`config.mk`:
```
export PLATFORM = sky130hd
export DESIGN_NAME = video_test_pattern_gen
export DESIGN_NICKNAME = d
export VERILOG_FILES = /design/src/rtl/video_test_pattern_gen.sv
export SDC_FILE = /design/constraint.sdc
export NUM_CORES = 1
export LEC_CHECK = 0
export BUFFER_PORTS_ARGS = -buffer_cell sky130_fd_sc_hd__buf_2
export CORE_UTILIZATION = 62
export DETAILED_ROUTE_END_ITERATION = 7
export PLACE_DENSITY = 0.84
export SYNTH_ARGS = -nofsm -noshare
export SYNTH_HDL_FRONTEND = slang
export SYNTH_SLANG_ARGS = --single-unit
```
`constraint.sdc`:
```
create_clock -name pclk -period 8.26 [get_ports pclk]
set_input_delay 1.239 -clock pclk [delete_from_list [all_inputs] [get_ports pclk]]
set_output_delay 1.239 -clock pclk [all_outputs]
set_load 0.01 [all_outputs]
```
`src/rtl/video_test_pattern_gen.sv`:
```
// video_test_pattern_gen
//   Multi-mode test pattern source in the pixel clock domain, feeding the DVI
//   encoder. Mode, data word and active window are latched on frame_start, so
//   a frame is never torn. Output latency is fixed at LATENCY cycles. de_out is
//   de delayed by the same amount.
//
// Ports
//   pclk, reset_n              pixel clock, async active-low reset
//   frame_start                one-cycle pulse on the first pixel of a frame
//   de, px, py                 display enable and coordinate of current pixel
//   xstart/xend/ystart/yend    inclusive active window (latched per frame)
//   mode                       0 grid, 1 bars, 2 checker, 3 solid, 4 data,
//                              5 bouncing box, 6/7 black
//   data                       word shown in data-dump mode
//   r, g, b, de_out            pixel colour and delayed display enable
//   frame_cnt                  frames since reset (wraps)
module video_test_pattern_gen #(
    parameter int CW        = 11,
    parameter int COL_W     = 8,
    parameter int DATA_W    = 64,
    parameter int LATENCY   = 4,
    parameter int BAR_SHIFT = 6,
    parameter int CHK_SHIFT = 4,
    parameter int BOX_SIZE  = 32,
    parameter int STEP      = 2,
    parameter int FCNT_W    = 16
) (
    input  logic              pclk,
    input  logic              reset_n,
    input  logic              frame_start,
    input  logic              de,
    input  logic [CW-1:0]     px,
    input  logic [CW-1:0]     py,
    input  logic [CW-1:0]     xstart,
    input  logic [CW-1:0]     xend,
    input  logic [CW-1:0]     ystart,
    input  logic [CW-1:0]     yend,
    input  logic [2:0]        mode,
    input  logic [DATA_W-1:0] data,
    output logic [COL_W-1:0]  r,
    output logic [COL_W-1:0]  g,
    output logic [COL_W-1:0]  b,
    output logic              de_out,
    output logic [FCNT_W-1:0] frame_cnt
);

    localparam int IW = $clog2(DATA_W);
    localparam int PW = 3*COL_W + 1;
    localparam logic [CW:0] BOX_W  = (CW+1)'(BOX_SIZE);
    localparam logic [CW:0] STEP_W = (CW+1)'(STEP);
    localparam logic [COL_W-1:0] WHITE   = {COL_W{1'b1}};
    localparam logic [COL_W-1:0] GREY_HI = {1'b1, {(COL_W-1){1'b0}}};
    localparam logic [COL_W-1:0] GREY_LO = {2'b01, {(COL_W-2){1'b0}}};

    // Frame-latched state
    logic [2:0]        mode_r;
    logic [DATA_W-1:0] data_r;
    logic [CW-1:0]     xstart_r, xend_r, ystart_r, yend_r;
    logic [CW-1:0]     box_x, box_y;
    logic              box_xneg, box_yneg;

    // Returns {direction_is_negative, new_position}. Arithmetic is one bit
    // wider than the coordinates so end+1 and pos+STEP+BOX never wrap.
    function automatic logic [CW:0] box_step(input logic [CW-1:0] pos,
                                             input logic          neg,
                                             input logic [CW-1:0] lo,
                                             input logic [CW-1:0] hi);
        logic [CW:0]   p, l, h1;
        logic [CW-1:0] nxt;
        logic [CW:0]   res;
        p   = {1'b0, pos};
        l   = {1'b0, lo};
        h1  = {1'b0, hi} + (CW+1)'(1);
        res = {neg, pos};
        if (h1 < l + BOX_W) begin
            res = {neg, lo};
        end else if (!neg) begin
            if (p + STEP_W + BOX_W > h1) begin
                nxt = CW'(h1 - BOX_W);
                res = {1'b1, nxt};
            end else begin
                nxt = CW'(p + STEP_W);
                res = {1'b0, nxt};
            end
        end else begin
            if (p < l + STEP_W) begin
                res = {1'b0, lo};
            end else begin
                nxt = CW'(p - STEP_W);
                res = {1'b1, nxt};
            end
        end
        return res;
    endfunction

    always_ff @(posedge pclk or negedge reset_n) begin
        if (!reset_n) begin
            mode_r    <= '0;
            data_r    <= '0;
            xstart_r  <= '0;
            xend_r    <= '0;
            ystart_r  <= '0;
            yend_r    <= '0;
            frame_cnt <= '0;
            box_x     <= '0;
            box_y     <= '0;
            box_xneg  <= 1'b0;
            box_yneg  <= 1'b0;
        end else if (frame_start) begin
            mode_r    <= mode;
            data_r    <= data;
            xstart_r  <= xstart;
            xend_r    <= xend;
            ystart_r  <= ystart;
            yend_r    <= yend;
            frame_cnt <= frame_cnt + FCNT_W'(1);
            // Box steps within the window of the frame just ending.
            {box_xneg, box_x} <= box_step(box_x, box_xneg, xstart_r, xend_r);
            {box_yneg, box_y} <= box_step(box_y, box_yneg, ystart_r, yend_r);
        end
    end

    // Stage 1: coordinates plus every decision that depends on frame-latched
    // state, so the pixel coinciding with frame_start sees the old frame.
    logic [CW-1:0] xoff, yoff;
    logic          in_win, on_line, chk_bit, data_bit, in_box;

    always_comb begin
        xoff     = px - xstart_r;
        yoff     = py - ystart_r;
        in_win   = (px >= xstart_r) && (px <= xend_r) &&
                   (py >= ystart_r) && (py <= yend_r);
        on_line  = (px == xstart_r) || (px == xend_r) ||
                   (py == ystart_r) || (py == yend_r) ||
                   (px[7:0] == 8'd0) || (py[7:0] == 8'd0);
        chk_bit  = xoff[CHK_SHIFT] ^ yoff[CHK_SHIFT] ^ frame_cnt[5];
        data_bit = data_r[xoff[3 +: IW]];
        in_box   = (px >= box_x) && ({1'b0, px} < {1'b0, box_x} + BOX_W) &&
                   (py >= box_y) && ({1'b0, py} < {1'b0, box_y} + BOX_W);
    end

    logic             s1_de, s1_win, s1_line, s1_chk, s1_dbit, s1_box;
    logic [COL_W:0]   s1_px, s1_py;
    logic [CW-1:0]    s1_xoff, s1_yoff;
    logic [2:0]       s1_mode;

    always_ff @(posedge pclk or negedge reset_n) begin
        if (!reset_n) begin
            s1_de   <= 1'b0;
            s1_px   <= '0;
            s1_py   <= '0;
            s1_xoff <= '0;
            s1_yoff <= '0;
            s1_mode <= '0;
            s1_win  <= 1'b0;
            s1_line <= 1'b0;
            s1_chk  <= 1'b0;
            s1_dbit <= 1'b0;
            s1_box  <= 1'b0;
        end else begin
            s1_de   <= de;
            s1_px   <= px[COL_W:0];
            s1_py   <= py[COL_W:0];
            s1_xoff <= xoff;
            s1_yoff <= yoff;
            s1_mode <= mode_r;
            s1_win  <= in_win;
            s1_line <= on_line;
            s1_chk  <= chk_bit;
            s1_dbit <= data_bit;
            s1_box  <= in_box;
        end
    end

    // Stage 2: colour
    logic [COL_W-1:0] cr, cg, cb, sfill;
    logic [COL_W:0]   pxy;
    logic [2:0]       bar_c;
    logic [PW-1:0]    pix_next;

    always_comb begin
        cr       = '0;
        cg       = '0;
        cb       = '0;
        sfill    = s1_line ? WHITE : '0;
        pxy      = s1_px ^ s1_py;
        bar_c    = ~s1_xoff[BAR_SHIFT +: 3];
        case (s1_mode)
            3'd0: begin
                cr = s1_px[COL_W-1:0] | sfill;
                cg = s1_py[COL_W-1:0] | sfill;
                cb = pxy[COL_W:1]     | sfill;
            end
            3'd1: if (s1_win) begin
                cr = {COL_W{bar_c[2]}};
                cg = {COL_W{bar_c[1]}};
                cb = {COL_W{bar_c[0]}};
            end
            3'd2: if (s1_win && s1_chk) begin
                cr = WHITE; cg = WHITE; cb = WHITE;
            end
            3'd3: if (s1_win) begin
                cr = WHITE; cg = WHITE; cb = WHITE;
            end
            3'd4: if (s1_win && ({1'b0, s1_xoff} < (CW+1)'(8*DATA_W))) begin
                if (s1_yoff < CW'(32)) begin
                    if (s1_dbit) begin
                        cr = WHITE; cg = WHITE; cb = WHITE;
                    end
                end else if (s1_yoff < CW'(64)) begin
                    cr = s1_xoff[3] ? GREY_HI : GREY_LO;
                    cg = cr;
                    cb = cr;
                end
            end
            3'd5: if (s1_win && s1_box) begin
                cr = WHITE; cg = WHITE; cb = WHITE;
            end
            default: ;
        endcase
        pix_next = s1_de ? {1'b1, cr, cg, cb} : '0;
    end

    // Stage 2 register followed by LATENCY-2 delay stages.
    logic [PW-1:0] dly [LATENCY-1];

    always_ff @(posedge pclk or negedge reset_n) begin
        if (!reset_n) begin
            for (int k = 0; k < LATENCY-1; k++) dly[k] <= '0;
        end else begin
            dly[0] <= pix_next;
            for (int k = 1; k < LATENCY-1; k++) dly[k] <= dly[k-1];
        end
    end

    assign {de_out, r, g, b} = dly[LATENCY-2];

endmodule

```
# Word level (Yosys, flattened, before mapping)
# Index checks and enable logic that the tools add are counted.
classes:
  addsub: 19
  magnitude_cmp: 18
  n_eq_ne: 9
  muxes: 26
  bitwise: 9
  n_reduce_logical: 19
op_table:
  columns: ["operator", "count"]
  rows:
  - ["case mux 8 bit (6 select lines)", 3]
  - ["two-way mux 8 bit", 12]
  - ["two-way mux 12 bit", 6]
  - ["adder 11 x 2 -> 12 bit (second input constant)", 4]
  - ["adder 11 x 6 -> 12 bit (second input constant)", 4]
  - ["< comparator 11 x 12 -> 1 bit", 4]
  - ["== test 11 bit", 4]
  - ["greater-or-equal comparator 11 bit", 4]
  - ["two-way mux 25 bit", 1]
  - ["adder 11 x 1 -> 12 bit (second input constant)", 2]
  - ["adder 12 x 6 -> 12 bit (second input constant)", 2]
  - ["> comparator 12 bit", 2]
  - ["< comparator 12 bit", 2]
  - ["OR 8 bit", 3]
  - ["less-or-equal comparator 11 bit", 2]
  - ["two-way mux 11 bit", 2]
  - ["subtractor 11 bit", 2]
  - ["subtractor 11 x 2 -> 11 bit (second input constant)", 2]
  - ["subtractor 11 x 6 -> 11 bit (second input constant)", 2]
  - ["adder 16 x 1 -> 16 bit (second input constant)", 1]
  - ["zero test 8 bit", 2]
  - ["< comparator 11 x 10 -> 1 bit (second input constant)", 1]
  - ["< comparator 11 x 6 -> 1 bit (second input constant)", 1]
  - ["< comparator 11 x 7 -> 1 bit (second input constant)", 1]
  - ["14 further kinds", 31]
totals:
  reg_bits: 275
  input_bits: 137
  output_inout_bits: 41
  wordCells: 125

# Depth between registers and ports, before layout
depth:
  ltp_word: 6
  depth_mapped: 19
  ltp_nobuf: 17

# Worst setup path after synthesis
# OpenSTA, ideal clock, no wires.
synth_path:
  path_kind: "register -> register"
  start: "reg box_y[4]"
  end: "reg box_y[8]"
  setup_time_ns: 0.090
  arrival_time_ns: 3.470
  required_time_ns: 8.170
  setup_slack_ns: 4.699
  stages_incl_launch_ff: 18
  n_path_buf: 2
  period_less_slack_ns: 3.561
  path_cell_list: "dfrtp_1 clkbuf_1 nand4_1 nor2_1 xnor2_1 inv_1 ha_1 xnor2_1 ha_1 and3_1 a221o_1 a221oi_1 a21oi_1 clkbuf_1 mux2_1 o32ai_1 nand2_1 o221ai_1"
synth_via:
  elab_chain_len: 6
  word_cells_on_any_way: 9
  cone_classes: "3 x add/sub; 2 x order compare; 4 x mux"
synth_lines:
  columns: ["element", "line", "source"]
  rows:
  - ["start, declared", "59", "logic [CW-1:0] box_x, box_y;"]
  - ["start signal, assigned", "119", "{box_yneg, box_y} <= box_step(box_y, box_yneg, ystart_r, yend_r);"]
  - ["adder 11 x 2 -> 12 bit", "82", "nxt = CW'(p + STEP_W);"]
  - ["adder 12 x 6 -> 12 bit", "78", "if (p + STEP_W + BOX_W > h1) begin"]
  - ["> comparator 12 bit", "78", null]
  - ["two-way mux 12 bit", "78", null]
  - ["two-way mux 12 bit *", "77", "end else if (!neg) begin"]
  - ["two-way mux 11 bit *", "75", "if (h1 < l + BOX_W) begin"]
# Mark *: on every way between the ends. The rest lies on a longest branch, timed or not.
# A chain may end at the register's enable or synchronous reset.

# Worst setup path after layout
layout_path:
  start: "reg box_y[1]"
  end: "reg box_y[10]"
# Same word-level chain as after synthesis.

==> metrics.md <==
| Metric | Value |
|---|---|
| Status | complete, no violations |
| Mapped Area | approximately 0.016 mm^2 |
| Worst EP required | slightly below 9 ns |
| Largest net degree at the start of global routing | roughly 140 |
| Post-synth top cells | dfrtp_1, ha_1, xnor2_1 |
| Post-synthesis sequential area ratio | 0.422 |
| Final wirelength | 39900 um |
| Post-CTS sizing | 0 |
| Clock Sinks | around 270 |
| Vias in the first global route | around 12000 |
| Most frequent cell after synthesis | dfrtp_1 |
| Worst path cell trace | ha_1, nand3_1, xnor2_1, ha_1, nand2_1, o32ai_1, ha_1, and4_1, nand3_1, nor2_1, a21oi_1, nor2b_1, a211oi_1, a21oi_1, o221a_1 |
| Initial antenna violation count | 0 |
| Reg2reg end | box_y[10] |
| Average footprint of a synthesized cell | 10.5 um^2 |
| Leakage | around 0.0084 uW |
| Worst r2r src | box_y[1] |
| CTS H-tree lvls | 1 |
| Via density | slightly above 6 |
| Max Clock Skew | ~0.024 ns |
| Max cap viols | 0 |
| Clk buf depth | 3 |
| Pre-antenna DRT Iters | 7 |
| First-pass GRT wire length | roughly 65000 um |
| Slew HR | 0.204 |
| Worst path slowest cell | a21oi_1 |
| CP startpoint | box_y[1] |
| Area growth from synthesis to layout | 12.8% |
| Count of pins over their slew limit | 0 |
| Post-route minimum period | around 4.5 ns |
| Crit path capture type | flip-flop |
| Pint | approximately 3200 uW |
| Share of post-route cells with drive strength above 1 | 0.197 |
| Row cnt | 57 |
| Fin. Hold Viols | 0 |
| Worst path depth | 15 |
| CP max FO | 14 |
| Routed vias | ~12000 |
| Num ports | between 150 and 200 |
| Flop and latch count out of synthesis | ~270 |
| Top delay family on crit path | compound AO/OA/AOI/OAI gates |
| Worst-Skew Late Latency | about 0.55 ns |
| Clock power share | 0.278 |
| Remaining Overflow, GRT | 0 |
| Routed Antenna Nets | 0 |
| Startpoint Class | flip-flop |
| Die height | 161 um |
| Mapped Nets | approximately 1800 |
| TNS Setup | 0 ns |
| Pwr Density | approximately 280 mW/mm^2 |
| Crit path to | box_y[10] |
| Overall die area | 0.0260 mm^2 |
| Port Buffers | 177 |
| Final period util | 0.548 |
| Main synth FF type | dfrtp_1 |
| Clock root buffer | clkbuf_16 |
| Hold Path Class | flip-flop to flip-flop |
| Inserted Clock Buffers | 28 |
| Netlist cell types | 70 |
| Post-route DRC | 0 |
| RSZ-0062 raised after global routing | false |
| Tot Pwr | roughly 5000 uW |
| Switching part of the total | 0.362 |
| Critical path buffers and inverters | 0 |
| Post-synth ARST share | 1.00 |
| Post-synth EDFFs | 0 |
| Wire per inst | between 20 and 25 um |
| Max Clock Freq | 221 MHz |
| Nets | slightly below 2000 |
| Setup violations, final | 0 |
| Dpl hpwl | slightly below 30000 um |
| Cell depth of the worst flop-to-flop path | 15 |
| Core region area | 0.0246 mm^2 |
| Least-Margin Pin Slew | around 1.2 ns |
| GP Congestion | 0.980 |
| Synth Warn # | 0 |
| Cell repeated most along the worst path | ha_1 |
| Starting DRT DRC Count | between 1000 and 1500 |
| Flop2flop setup slack | about 3.7 ns |
| Post-synthesis cell count | approximately 1500 |
| Die W | between 150 and 200 um |
| Area contributors post-synth | dfrtp_1, ha_1, xnor2_1 |
| Flop pwr share | 0.342 |
| Worst vdd rail ir drop | between 0.15 and 0.2 mV |
| Crit-path max cell delay | 0.90 ns |
| Worst Path Class, Setup | flip-flop to flip-flop |
| Clock transition at the registers of the reported paths | ~0.06 ns |
| Cell taking the most area after synthesis | dfrtp_1 |
| WHS | ~0.34 ns |
| Gate power share | 0.380 |
| Initial core utilization | 0.639 |
| CTS tree | built |
| Yosys top cell area share | 0.422 |
| Postcts setup bufs | 0 |
| # hold bufs at CTS | 0 |
| Crit path arrival time | roughly 5.0 ns |
| Net Sw Power | 1800 uW |
| All-Layer GR Usage | 0.318 |
stage by stage:
step,instance area (um^2),cells,util,setup slack (ns)
global placement,16700,1923,0.678,3.88
global route,17700,1975,0.720,3.40
detailed placement,16700,1923,0.678,3.82
finish,17700,1976,0.720,3.73
floorplan,15700,1492,-,4.70
CTS,17700,1975,0.720,3.78
layout make-up:
type / count / area (um^2)
Tap cell: 324 / 405
Multi-Input combinational cell: 1043 / 8290
Sequential cell: 265 / 6630
Fill cell: 1752 / 6880
Timing Repair Buffer: 182 / 952
Inverter: 109 / 409
Clock inverter: 13 / 203
Antenna cell: 1 / 2.50
Clock buffer: 39 / 833
cell usage in the layout (no fill, tap or decap), types with 22 or more instances in the layout:
| cell | count |
|---|---|
| dfrtp_1 | 265 |
| buf_2 | 175 |
| xor2_1 | 26 |
| nand4_1 | 30 |
| o21a_1 | 22 |
| mux2_2 | 72 |
| inv_1 | 99 |
| nand2_1 | 94 |
| mux2i_1 | 22 |
| o21ai_0 | 86 |
| xnor2_1 | 103 |
| nor2_1 | 61 |
| clkbuf_16 | 29 |
| a21oi_1 | 53 |
| nor3_1 | 28 |
| nand3_1 | 51 |
| ha_1 | 163 |
flip-flops by register name, summed over array words and instances, names as in the netlist, 9 cells and up:
register / flops
yend_r: 11
frame_cnt: 16
ystart_r: 11
s1_px: 9
data_r: 64
box_y: 11
xstart_r: 11
xend_r: 11
dly: 50
box_x: 11
s1_py: 9
worst register-to-register path, stage by stage, from the launching register on:
cell and delay [ns]:
dfrtp_1 0.51, ha_1 0.26, nand3_1 0.17, xnor2_1 0.38, ha_1 0.27, nand2_1 0.09, o32ai_1 0.32, ha_1 0.30
and4_1 0.24, nand3_1 0.09, nor2_1 0.05, a21oi_1 0.90, nor2b_1 0.43, a211oi_1 0.15, a21oi_1 0.14, o221a_1 0.19
layer usage:
metal	up-vias	share of wire	GRT usage
met1	5878	0.43	0.441
met3	102	0.079	0.0560
met5	-	0	0
li1	5595	-	-
met4	0	0.033	0.0973
met2	506	0.46	0.513
cell families (layout without fill, tap and decap cells):
family | count (synthesis) | count (layout) | synth area share
AOI/OAI and AO/OA | 296 | 296 | 0.120
xor gates and xnor gates | 133 | 133 | 0.0775
adders and majority gates | 163 | 163 | 0.130
buffers and inverters | 184 | 343 | 0.0505
DFF | 265 | 265 | 0.422
muxes | 111 | 111 | 0.0931
other | 0 | 1 | 0
and+or+nand+nor | 340 | 340 | 0.107
worst min path at each step:
stage,start,slack (ns),cells past startpoint,to
after detailed placement,dly[59],0.33,0,dly[34]
final,dly[52],0.34,0,dly[27]
after CTS,dly[71],0.35,0,dly[46]
after global placement,dly[71],0.33,0,dly[46]
after floorplan,dly[25],0.33,0,b[0]
after global routing,dly[38],0.35,0,g[5]
power by group through the flow:
stage / sequential (uW) / combinational [uW] / clock [uW]
floorplan: 1600 / 1440 / 0
global placement: 1700 / 1800 / 0
detailed placement: 1710 / 1840 / 0
CTS: 1690 / 1870 / 1400
global route: 1720 / 2100 / 1450
finish: 1700 / 1890 / 1380
(Power assumes the default switching activity.)
